## config.mk

```make
export PLATFORM = sky130hd
export DESIGN_NAME = aes444_arbiter
export DESIGN_NICKNAME = d
export VERILOG_FILES = /design/src/rtl/aes444_pkg.sv /design/src/rtl/aes444_rr_arb.sv /design/src/rtl/aes444_arbiter.sv
export SDC_FILE = /design/constraint.sdc
export NUM_CORES = 1
export LEC_CHECK = 0
export CELL_PAD_IN_SITES_DETAIL_PLACEMENT = 0
export CELL_PAD_IN_SITES_GLOBAL_PLACEMENT = 1
export CORE_AREA = 2 2 308 310
export CTS_CLUSTER_SIZE = 28
export DETAILED_ROUTE_END_ITERATION = 16
export DIE_AREA = 0 0 310 312
export PLACE_DENSITY_LB_ADDON = 0.25
export REMOVE_ABC_BUFFERS = 1
export SLEW_MARGIN = 10
export SYNTH_ARGS = -nofsm -noshare
export SYNTH_HDL_FRONTEND = slang
export SYNTH_HIERARCHICAL = 1
export SYNTH_SLANG_ARGS = --single-unit
```

## constraint.sdc

```tcl
create_clock -name clk -period 4.3 [get_ports clk]
set_input_delay 0.43 -clock clk [delete_from_list [all_inputs] [get_ports clk]]
set_output_delay 0.43 -clock clk [all_outputs]
set_load 0.05 [all_outputs]
```

## src/rtl/aes444_pkg.sv

```systemverilog
// Shared types and constants for the AES444 core arbiter.
package aes444_pkg;

    localparam int unsigned AES444_BLK_W     = 64;
    localparam int unsigned AES444_CORE_LAT  = 11;
    localparam int unsigned AES444_N_REQ_MIN = 2;
    localparam int unsigned AES444_N_REQ_MAX = 8;

    typedef enum logic [1:0] {
        IDLE = 2'd0,
        LOAD = 2'd1,
        RUN  = 2'd2,
        RESP = 2'd3
    } aes444_state_e;

    typedef struct packed {
        logic [AES444_BLK_W-1:0] key;
        logic [AES444_BLK_W-1:0] text;
    } aes444_job_t;

endpackage

```

## src/rtl/aes444_rr_arb.sv

```systemverilog
// Combinational round-robin picker: first requester at or after ptr, circularly.
module aes444_rr_arb
    import aes444_pkg::*;
#(
    parameter int unsigned N_REQ = 4
) (
    input  logic [N_REQ-1:0]         req,
    input  logic [$clog2(N_REQ)-1:0] ptr,
    output logic [N_REQ-1:0]         grant_c,
    output logic [$clog2(N_REQ)-1:0] grant_idx_c,
    output logic                     any_valid_c
);

    localparam int unsigned IDX_W = $clog2(N_REQ);

    int unsigned idx;
    logic        found;

    always_comb begin
        grant_c     = '0;
        grant_idx_c = '0;
        any_valid_c = |req;
        found       = 1'b0;
        idx         = 0;
        for (int unsigned k = 0; k < N_REQ; k++) begin
            idx = (32'(ptr) + k) % N_REQ;
            if (!found && req[IDX_W'(idx)]) begin
                found                 = 1'b1;
                grant_c[IDX_W'(idx)]  = 1'b1;
                grant_idx_c           = IDX_W'(idx);
            end
        end
    end

endmodule

```

## src/rtl/aes444_arbiter.sv

```systemverilog
// Round-robin sharing of one AES444 core among N_REQ valid/ready requesters.
// Optional AES444_KEY_REUSE_EN skips the key-load cycle when the key is unchanged.
module aes444_arbiter
    import aes444_pkg::*;
#(
    parameter int unsigned N_REQ    = 4,
    parameter int unsigned CORE_LAT = AES444_CORE_LAT
) (
    input  logic                          clk,
    input  logic                          rst,
    input  logic [N_REQ-1:0]              req_valid,
    output logic [N_REQ-1:0]              req_ready,
    input  logic [AES444_BLK_W*N_REQ-1:0] req_key,
    input  logic [AES444_BLK_W*N_REQ-1:0] req_text,
    output logic [N_REQ-1:0]              rsp_valid,
    input  logic [N_REQ-1:0]              rsp_ready,
    output logic [AES444_BLK_W-1:0]       rsp_data,
    output logic                          core_start,
    output logic [AES444_BLK_W-1:0]       core_key,
    output logic [AES444_BLK_W-1:0]       core_text,
    input  logic [AES444_BLK_W-1:0]       core_text_out,
    output logic                          busy
);

    localparam int unsigned W     = AES444_BLK_W;
    localparam int unsigned IDX_W = $clog2(N_REQ);
    localparam int unsigned CNT_W = $clog2(CORE_LAT);

    aes444_state_e    state, state_d;
    logic [IDX_W-1:0] rr_ptr, rr_d;
    logic [IDX_W-1:0] grant_idx, grant_idx_d;
    logic [CNT_W-1:0] lat_cnt, cnt_d;
    logic [W-1:0]     key_d, text_d, data_d;
    logic [N_REQ-1:0] rsp_valid_d;
    logic             start_d, busy_d;

    logic [N_REQ-1:0] pick_oh;
    logic [IDX_W-1:0] pick_idx;
    logic             any_valid;
    aes444_job_t      job_arr [N_REQ];

`ifdef AES444_KEY_REUSE_EN
    logic         key_valid, key_valid_d;
    logic [W-1:0] last_key, last_key_d;
`endif

    for (genvar i = 0; i < N_REQ; i++) begin : g_unpack
        assign job_arr[i].key  = req_key[i*W +: W];
        assign job_arr[i].text = req_text[i*W +: W];
    end

    aes444_rr_arb #(.N_REQ(N_REQ)) u_rr_arb (
        .req         (req_valid),
        .ptr         (rr_ptr),
        .grant_c     (pick_oh),
        .grant_idx_c (pick_idx),
        .any_valid_c (any_valid)
    );

    // Next-state and next-register values; req_ready is the only combinational output.
    always_comb begin
        state_d     = state;
        rr_d        = rr_ptr;
        grant_idx_d = grant_idx;
        cnt_d       = lat_cnt;
        key_d       = core_key;
        text_d      = core_text;
        data_d      = rsp_data;
        rsp_valid_d = rsp_valid;
        start_d     = 1'b0;
        req_ready   = '0;
`ifdef AES444_KEY_REUSE_EN
        key_valid_d = key_valid;
        last_key_d  = last_key;
`endif
        case (state)
            IDLE: begin
                if (any_valid) begin
                    req_ready   = pick_oh;
                    grant_idx_d = pick_idx;
                    key_d       = job_arr[pick_idx].key;
                    text_d      = job_arr[pick_idx].text;
`ifdef AES444_KEY_REUSE_EN
                    // Core reloads key_in while idle, so a matching key is already resident.
                    if (key_valid && (job_arr[pick_idx].key == last_key)) begin
                        state_d = RUN;
                        start_d = 1'b1;
                        cnt_d   = '0;
                    end else begin
                        state_d = LOAD;
                    end
`else
                    state_d = LOAD;
`endif
                end
            end
            LOAD: begin
                state_d = RUN;
                start_d = 1'b1;
                cnt_d   = '0;
`ifdef AES444_KEY_REUSE_EN
                key_valid_d = 1'b1;
                last_key_d  = core_key;
`endif
            end
            RUN: begin
                cnt_d = lat_cnt + CNT_W'(1);
                if (lat_cnt == CNT_W'(CORE_LAT - 1)) begin
                    data_d      = core_text_out;
                    rsp_valid_d = N_REQ'(1) << grant_idx;
                    state_d     = RESP;
                end
            end
            RESP: begin
                if (rsp_ready[grant_idx]) begin
                    rsp_valid_d = '0;
                    state_d     = IDLE;
                    if (32'(grant_idx) == N_REQ - 1) begin
                        rr_d = '0;
                    end else begin
                        rr_d = grant_idx + IDX_W'(1);
                    end
                end
            end
            default: state_d = IDLE;
        endcase
        busy_d = (state_d != IDLE);
    end

    // State and datapath registers.
    always_ff @(posedge clk) begin
        if (rst) begin
            state      <= IDLE;
            rr_ptr     <= '0;
            grant_idx  <= '0;
            lat_cnt    <= '0;
            core_key   <= '0;
            core_text  <= '0;
            rsp_data   <= '0;
            rsp_valid  <= '0;
            core_start <= 1'b0;
            busy       <= 1'b0;
`ifdef AES444_KEY_REUSE_EN
            key_valid  <= 1'b0;
            last_key   <= '0;
`endif
        end else begin
            state      <= state_d;
            rr_ptr     <= rr_d;
            grant_idx  <= grant_idx_d;
            lat_cnt    <= cnt_d;
            core_key   <= key_d;
            core_text  <= text_d;
            rsp_data   <= data_d;
            rsp_valid  <= rsp_valid_d;
            core_start <= start_d;
            busy       <= busy_d;
`ifdef AES444_KEY_REUSE_EN
            key_valid  <= key_valid_d;
            last_key   <= last_key_d;
`endif
        end
    end

endmodule

```

==> summary.md, run 1 <==
| Metric | Value |
|---|---|
| Number of buffers created by CTS | `31` |
| I/O pins | `between 700 and 800` |
| Layout cell share with drive strength beyond 1 | `roughly an eighth` |
| Most frequent cells in the layout | `clkdlybuf4s50_1 (786), nand2_1 (401), dfxtp_1 (208)` |
| Global route overflow | `0` |
| Reg clk slew, reported paths | `about 0.060 ns` |
| DP HPWL | `approximately 52000 um` |
| DR DRC count | `0` |
| CTS hold repair buffers | `0` |
| Num rows | `about 110` |
| Pre-CTS setup slack | `approximately 0.54 ns` |
| Synth area leaders | `dfxtp_1 (38%), mux4_2 (27%), nand2_1 (14%)` |
| H-tree depth | `1` |
| Nets@finish | `2495` |
| All-Layer GR Usage | `~13%` |
| Core ar. | `93000 um^2` |
| Rel. slew slack | `~46%` |
| Crit path kind | `flop to primary output` |
| Largest net degree at the start of global routing | `~100` |
| Slowest CP cell | `clkdlybuf4s50_1` |
| Distinct cells, synth | `between 40 and 50` |
| Final period utilization | `92.4%` |
| DR vias | `11900` |
| Vias in the first global route | `12500` |
| CP Capture Type | `primary output` |
| Fin worst setup slack | `roughly 0.33 ns` |
| Static leakage | `about 0.0072 uW` |
| First-pass GRT wire length | `about 90000 um` |
| Total Wirelength | `between 60000 and 70000 um` |
| Slew Viols, Final | `0` |
| Via/cell ratio | `roughly 3.7` |
| Final setup viols | `0` |
| Maximum Capacitance Violations | `0` |
| Iter 0 DRT Violations | `roughly 550` |
| Setup Buffers After CTS | `0` |
| YS warnings | `6` |
| Yosys top cell area share | `a little under two fifths` |
| Final Hold Viols | `0` |
| Initial Util | `between 10% and 20%` |
| Number of synthesized flops with an enable pin | `0` |
| Clock Tree Buf Depth | `3` |
| Worst-path fanout max | `8` |
| Tmin final | `3.97 ns` |
| Initial antenna violation count | `27` |
| RSZ-0062 raised after global routing | `no` |
| Clock Sinks | `about 210` |
| Slew @ Worst Pin | `around 0.8 ns` |
| Area leader, netlist | `dfxtp_1` |
| Worst-Skew Late Latency | `roughly 0.60 ns` |
| Multi-input gate area | `between 6000 and 7000 um^2` |
| I/O Buffers | `roughly 790` |
| Worst endpoint required time | `slightly below 4 ns` |
| Area Overhead vs Synth | `94.3%` |
| Die area | `between 90000 and 100000 um^2` |
| Register area share after synthesis | `38.1%` |
| #FFs+latches synth | `between 200 and 250` |
| Syn avg cell area | `about 9.6 um^2` |
| Commonest non-fill, non-tap cell in the layout | `clkdlybuf4s50_1` |
| CP arrival | `between 3 and 4 ns` |
| Register area | `roughly 4200 um^2` |
| Fmax | `between 0.2 and 0.3 GHz` |
| DRT Pass-1 Iters | `7` |
| Status | `completed` |
| CTS resizes | `0` |
| Die Span Y | `312 um` |
| Setup TNS | `0 ns` |
| CP cell instances | `inv_1 > ha_1 > mux4_2 > nor2b_4 > a22oi_1 > o21ai_0 > and3_1 > clkdlybuf4s50_1` |
| Root buffer cell | `clkbuf_16` |
| Routed len/inst | `between 20 and 25 um` |
| Die width | `between 300 and 400 um` |
| Routability cong. | `just over 0.8` |
| Ys async rst share | `0%` |
| FILL cells | `around 10000` |
| Startpoint types | `flop` |
| Hold crit path type | `input pin to flop` |
| Cell count after synthesis | `about 1100` |
| Synth Cell Area | `between 10000 and 15000 um^2` |
| Main synth FF type | `dfxtp_1` |
| Hold WS | `~0.4 ns` |
| VDD IR max | `between 0.2 and 0.25 mV` |
| Power per Cell Area | `around 460 nW/um^2` |
| Largest incremental delay on the critical path | `roughly 0.8 ns` |
| CTS tree | `done` |
| Antenna Nets Post-Route | `0` |
| Final Skew | `0.0310 ns` |
## worst max-delay path, delay by kind of cell, from the launching register on
family,cells,cell delay (ns)
buffers and inverters,2,0.88
adders and majority gates,1,0.48
muxes,1,0.50
AOI/OAI and AO/OA,2,0.31
DFF,1,0.33
and+or+nand+nor,2,0.45
## metrics by stage
stage                     total power (uW)  util (%)  instances  cell area, um^2
after floorplan                       5560         -       1043            10400
after global placement                7530      21.8       3115            20300
after detailed placement              7530      21.8       3115            20300
after CTS                            10100      22.8       3169            21200
after global routing                 10400      22.8       3175            21200
final                                 9800      22.8       3180            21200
## area by class of cell
type	instances	share of cell area, %
timing repair buffer	818	38.9
multi-input combinational	824	29.4
sequential	208	19.6
tap	1254	7.39
clock buffer	47	4.27
inverter	11	0.194
clock inverter	7	0.165
antenna	11	0.130
## registers in the layout (all words and copies together), names as in the netlist
| signal | count |
|---|---|
| core_key | 64 |
| core_text | 64 |
| rsp_data | 64 |
| lat_cnt | 4 |
| rsp_valid | 4 |
| grant_idx | 2 |
| rr_ptr | 2 |
| state | 2 |
| busy | 1 |
| core_start | 1 |
## cell usage after synthesis (2+ instances only)
library cell	count
a21oi_1	206
a22oi_1	12
and3_1	5
buf_1	6
buf_2	35
buf_4	2
buf_6	12
clkbuf_1	43
dfxtp_1	208
ha_1	15
inv_1	11
mux2i_1	2
mux4_2	132
nand2_1	402
nand3_1	3
nor2_1	8
nor3_1	5
o211ai_1	2
o21ai_0	8
o21ai_2	2
## power breakdown
part / switching [uW] / leakage (uW) / internal (uW) / total [uW]
registers: 230 / 0.00170 / 2310 / 2540
logic: 2970 / 0.00502 / 1870 / 4840
clock network: 993 / 0.000470 / 1430 / 2420
total: 4190 / 0.00720 / 5610 / 9800
## path summary, 6_finish.rpt
check,startpoint,to,slack (ns),depth (start not counted)
worst min register to register,core_text[30]$_SDFFE_PP0P_,core_text[30]$_SDFFE_PP0P_,0.45,2
worst max-delay path,rr_ptr[1]$_SDFFE_PP0P_,req_ready[2],0.33,8
worst min-delay path,core_text_out[42],rsp_data[42]$_SDFFE_PP0P_,0.41,3
worst max register to register,rr_ptr[1]$_SDFFE_PP0P_,core_key[44]$_SDFFE_PP0P_,0.87,12
## routing by layer
metal	up-vias	routed length, um	global-route usage [%]
met5	-	123	0
met4	20	1410	3.00
met3	79	6010	4.80
met2	503	33700	23.4
met1	5724	24200	14.0
li1	5562	-	-
## logic make-up after synthesis
kind of cell	Yosys count	share of synthesized area (%)
AOI/OAI and AO/OA	236	11.3
adders and majority gates	15	1.72
buffers and inverters	111	5.15
DFF	208	38.1
muxes	135	27.6
and+or+nand+nor	438	16.0
No activity file was read; power rests on OpenSTA's default activity.
==> run 2: changes to the inputs <==
--- a/config.mk
+++ b/config.mk
@@ -12,7 +12,6 @@
 export DETAILED_ROUTE_END_ITERATION = 16
 export DIE_AREA = 0 0 310 312
 export PLACE_DENSITY_LB_ADDON = 0.25
-export REMOVE_ABC_BUFFERS = 1
 export SLEW_MARGIN = 10
 export SYNTH_ARGS = -nofsm -noshare
 export SYNTH_HDL_FRONTEND = slang
==> run 2 against run 1 <==
  * Die area unchanged
  * First-iteration DRC count decreased by 8.6%
  * Highest routed layer unchanged
  * Setup slack worse by 0.070 ns
  * Utilization barely moved
==> summary.md, run 2 (synthesis results as in run 1) <==
| Metric | Value |
|---|---|
| Routed len/inst | `approximately 20 um` |
| Part of the power in combinational logic | `between 40% and 50%` |
| Crit Reg-Reg Endpoint | `core_text[19]$_SDFFE_PP0P_` |
| Final core utilization | `22.9%` |
| Nets@finish | `approximately 2500` |
| CTS tree | `done` |
| Clock Sinks | `208` |
| Reg clk slew, reported paths | `0.06 ns` |
| CP Capture Type | `primary output` |
| Critical Path Start | `rr_ptr[1]$_SDFFE_PP0P_` |
| Die area | `just under 100000 um^2` |
| VDD IR max | `0.268 mV` |
| Final Skew | `around 0.024 ns` |
| Global route overflow | `0` |
| Worst-path fanout max | `11` |
| Num rows | `between 100 and 150` |
| Slew @ Worst Pin | `around 1.1 ns` |
| DRT Pass-1 Iters | `4` |
| Largest net degree at the start of global routing | `74` |
| RSZ-0062 raised after global routing | `no` |
| Setup Buffers After CTS | `0` |
| Root buffer cell | `clkbuf_16` |
| R2R cell count | `12` |
| Slew Viols, Final | `0` |
| Worst endpoint required time | `roughly 3.9 ns` |
| CTS hold repair buffers | `0` |
| Share of power burned in registers | `roughly 26%` |
| CTS resizes | `0` |
| CP arrival | `3.61 ns` |
| Die width | `between 300 and 400 um` |
| Rel. slew slack | `roughly 28%` |
| I/O Buffers | `about 790` |
| Antenna Nets Post-Route | `0` |
| Crit path kind | `flop to primary output` |
| Area Overhead vs Synth | `94.6%` |
| Initial Util | `roughly an eighth` |
| All-Layer GR Usage | `12.5%` |
| Number of buffers created by CTS | `30` |
| Status | `completed` |
| Worst-Skew Late Latency | `between 0.5 and 0.6 ns` |
| Final period utilization | `between 90% and 100%` |
| Via/cell ratio | `~3.7` |
| Power per Cell Area | `between 400 and 500 nW/um^2` |
| Mapped Nets | `about 1700` |
| Die Span Y | `roughly 310 um` |
| H-tree depth | `1` |
| Final setup viols | `0` |
| First-pass GRT wire length | `a little under 90000 um` |
| Reg-to-reg startpoint | `rr_ptr[1]$_SDFFE_PP0P_` |
| Static leakage | `roughly 0.0072 uW` |
| Clock Power Share | `between 20% and 30%` |
| Internal power | `~5700 uW` |
| Initial antenna violation count | `4` |
| Switching pwr | `between 4000 and 5000 uW` |
| Register-to-register setup slack | `roughly 0.75 ns` |
| I/O pins | `roughly 790` |
| Worst Setup EP | `req_ready[2]` |
| Fmax | `0.247 GHz` |
| Maximum Capacitance Violations | `0` |
| DR vias | `roughly 12000` |
| Largest regs | `core_key x64, core_text x64, rsp_data x64` |
| Most frequent cells in the layout | `clkdlybuf4s50_1 (786), nand2_1 (401), dfxtp_1 (208)` |
| Vias in the first global route | `12300` |
| Commonest non-fill, non-tap cell in the layout | `clkdlybuf4s50_1` |
| Iter 0 DRT Violations | `500` |
| Setup TNS | `0 ns` |
| Switching portion of total power | `a little over two fifths` |
| Final Hold Viols | `0` |
| Core ar. | `about 93000 um^2` |
| DR DRC count | `0` |
| DP HPWL | `between 50000 and 60000 um` |
| Hold crit path type | `input pin to flop` |
| Clock Tree Buf Depth | `3` |
| Routability cong. | `approximately 0.85` |
| Total Wirelength | `around 64000 um` |
| Layout cell share with drive strength beyond 1 | `approximately 12%` |
| Tmin final | `4.04 ns` |
| Startpoint types | `flop` |
## run 2: per-stage QoR
step	worst slack [ns]	cell area (um^2)	instances	hold WS [ns]	total power, uW
floorplan	1.24	10900	1143	0.454	5380
global placement	0.720	20300	3115	0.442	7640
detailed placement	0.673	20300	3115	0.446	7640
CTS	0.188	21300	3167	0.308	10300
global route	0.0250	21300	3169	0.348	10600
finish	0.256	21300	3170	0.357	9990
## run 2: cell type report
cell class                 count  area, um^2
tap                         1254        1570
clock inverter                 2        35.0
timing repair buffer         818        8270
sequential                   208        4160
inverter                      11        41.3
clock buffer                  50         937
multi-input combinational    824        6240
antenna                        3        7.51
fill                       10200       71800
## run 2: worst min-delay path by stage
stage	startpoint	endpoint	slack [ns]	cells after the start
2_1_floorplan	lat_cnt[3]$_SDFFE_PP0P_	lat_cnt[3]$_SDFFE_PP0P_	0.45	2
3_3_place_gp	rsp_data[13]$_SDFFE_PP0P_	rsp_data[13]$_SDFFE_PP0P_	0.44	2
3_5_place_dp	rsp_data[14]$_SDFFE_PP0P_	rsp_data[14]$_SDFFE_PP0P_	0.45	2
4_1_cts	rst	lat_cnt[2]$_SDFFE_PP0P_	0.31	2
5_1_grt	rst	lat_cnt[2]$_SDFFE_PP0P_	0.35	2
6_report	rst	core_text[12]$_SDFFE_PP0P_	0.36	2
## run 2: worst max-delay path, cell delays in order, from the launching register on
cell             delay, ns
dfxtp_1               0.31
buf_4                 0.19
inv_1                 0.10
ha_1                  0.48
mux4_2                0.50
nor2b_4               0.22
a22oi_1               0.09
o21ai_0               0.15
and3_1                0.17
clkdlybuf4s50_1       0.83
## run 2: power groups by stage
stage / Clock [uW] / Sequential, uW / Combinational [uW]
floorplan: 0 / 3800 / 1580
global placement: 0 / 2580 / 5060
detailed placement: 0 / 2590 / 5060
CTS: 2650 / 2550 / 5070
global route: 2700 / 2600 / 5280
finish: 2510 / 2550 / 4940
## run 2: layer usage
layer	vias to the layer above	track usage [%]	routed length (um)	part of all wire, %
met5	-	0	13	0.020
met4	2	2.32	865	1.4
met3	46	2.96	4310	6.8
met2	423	23.6	34000	54
met1	5801	14.1	24300	38
li1	5559	-	-	-
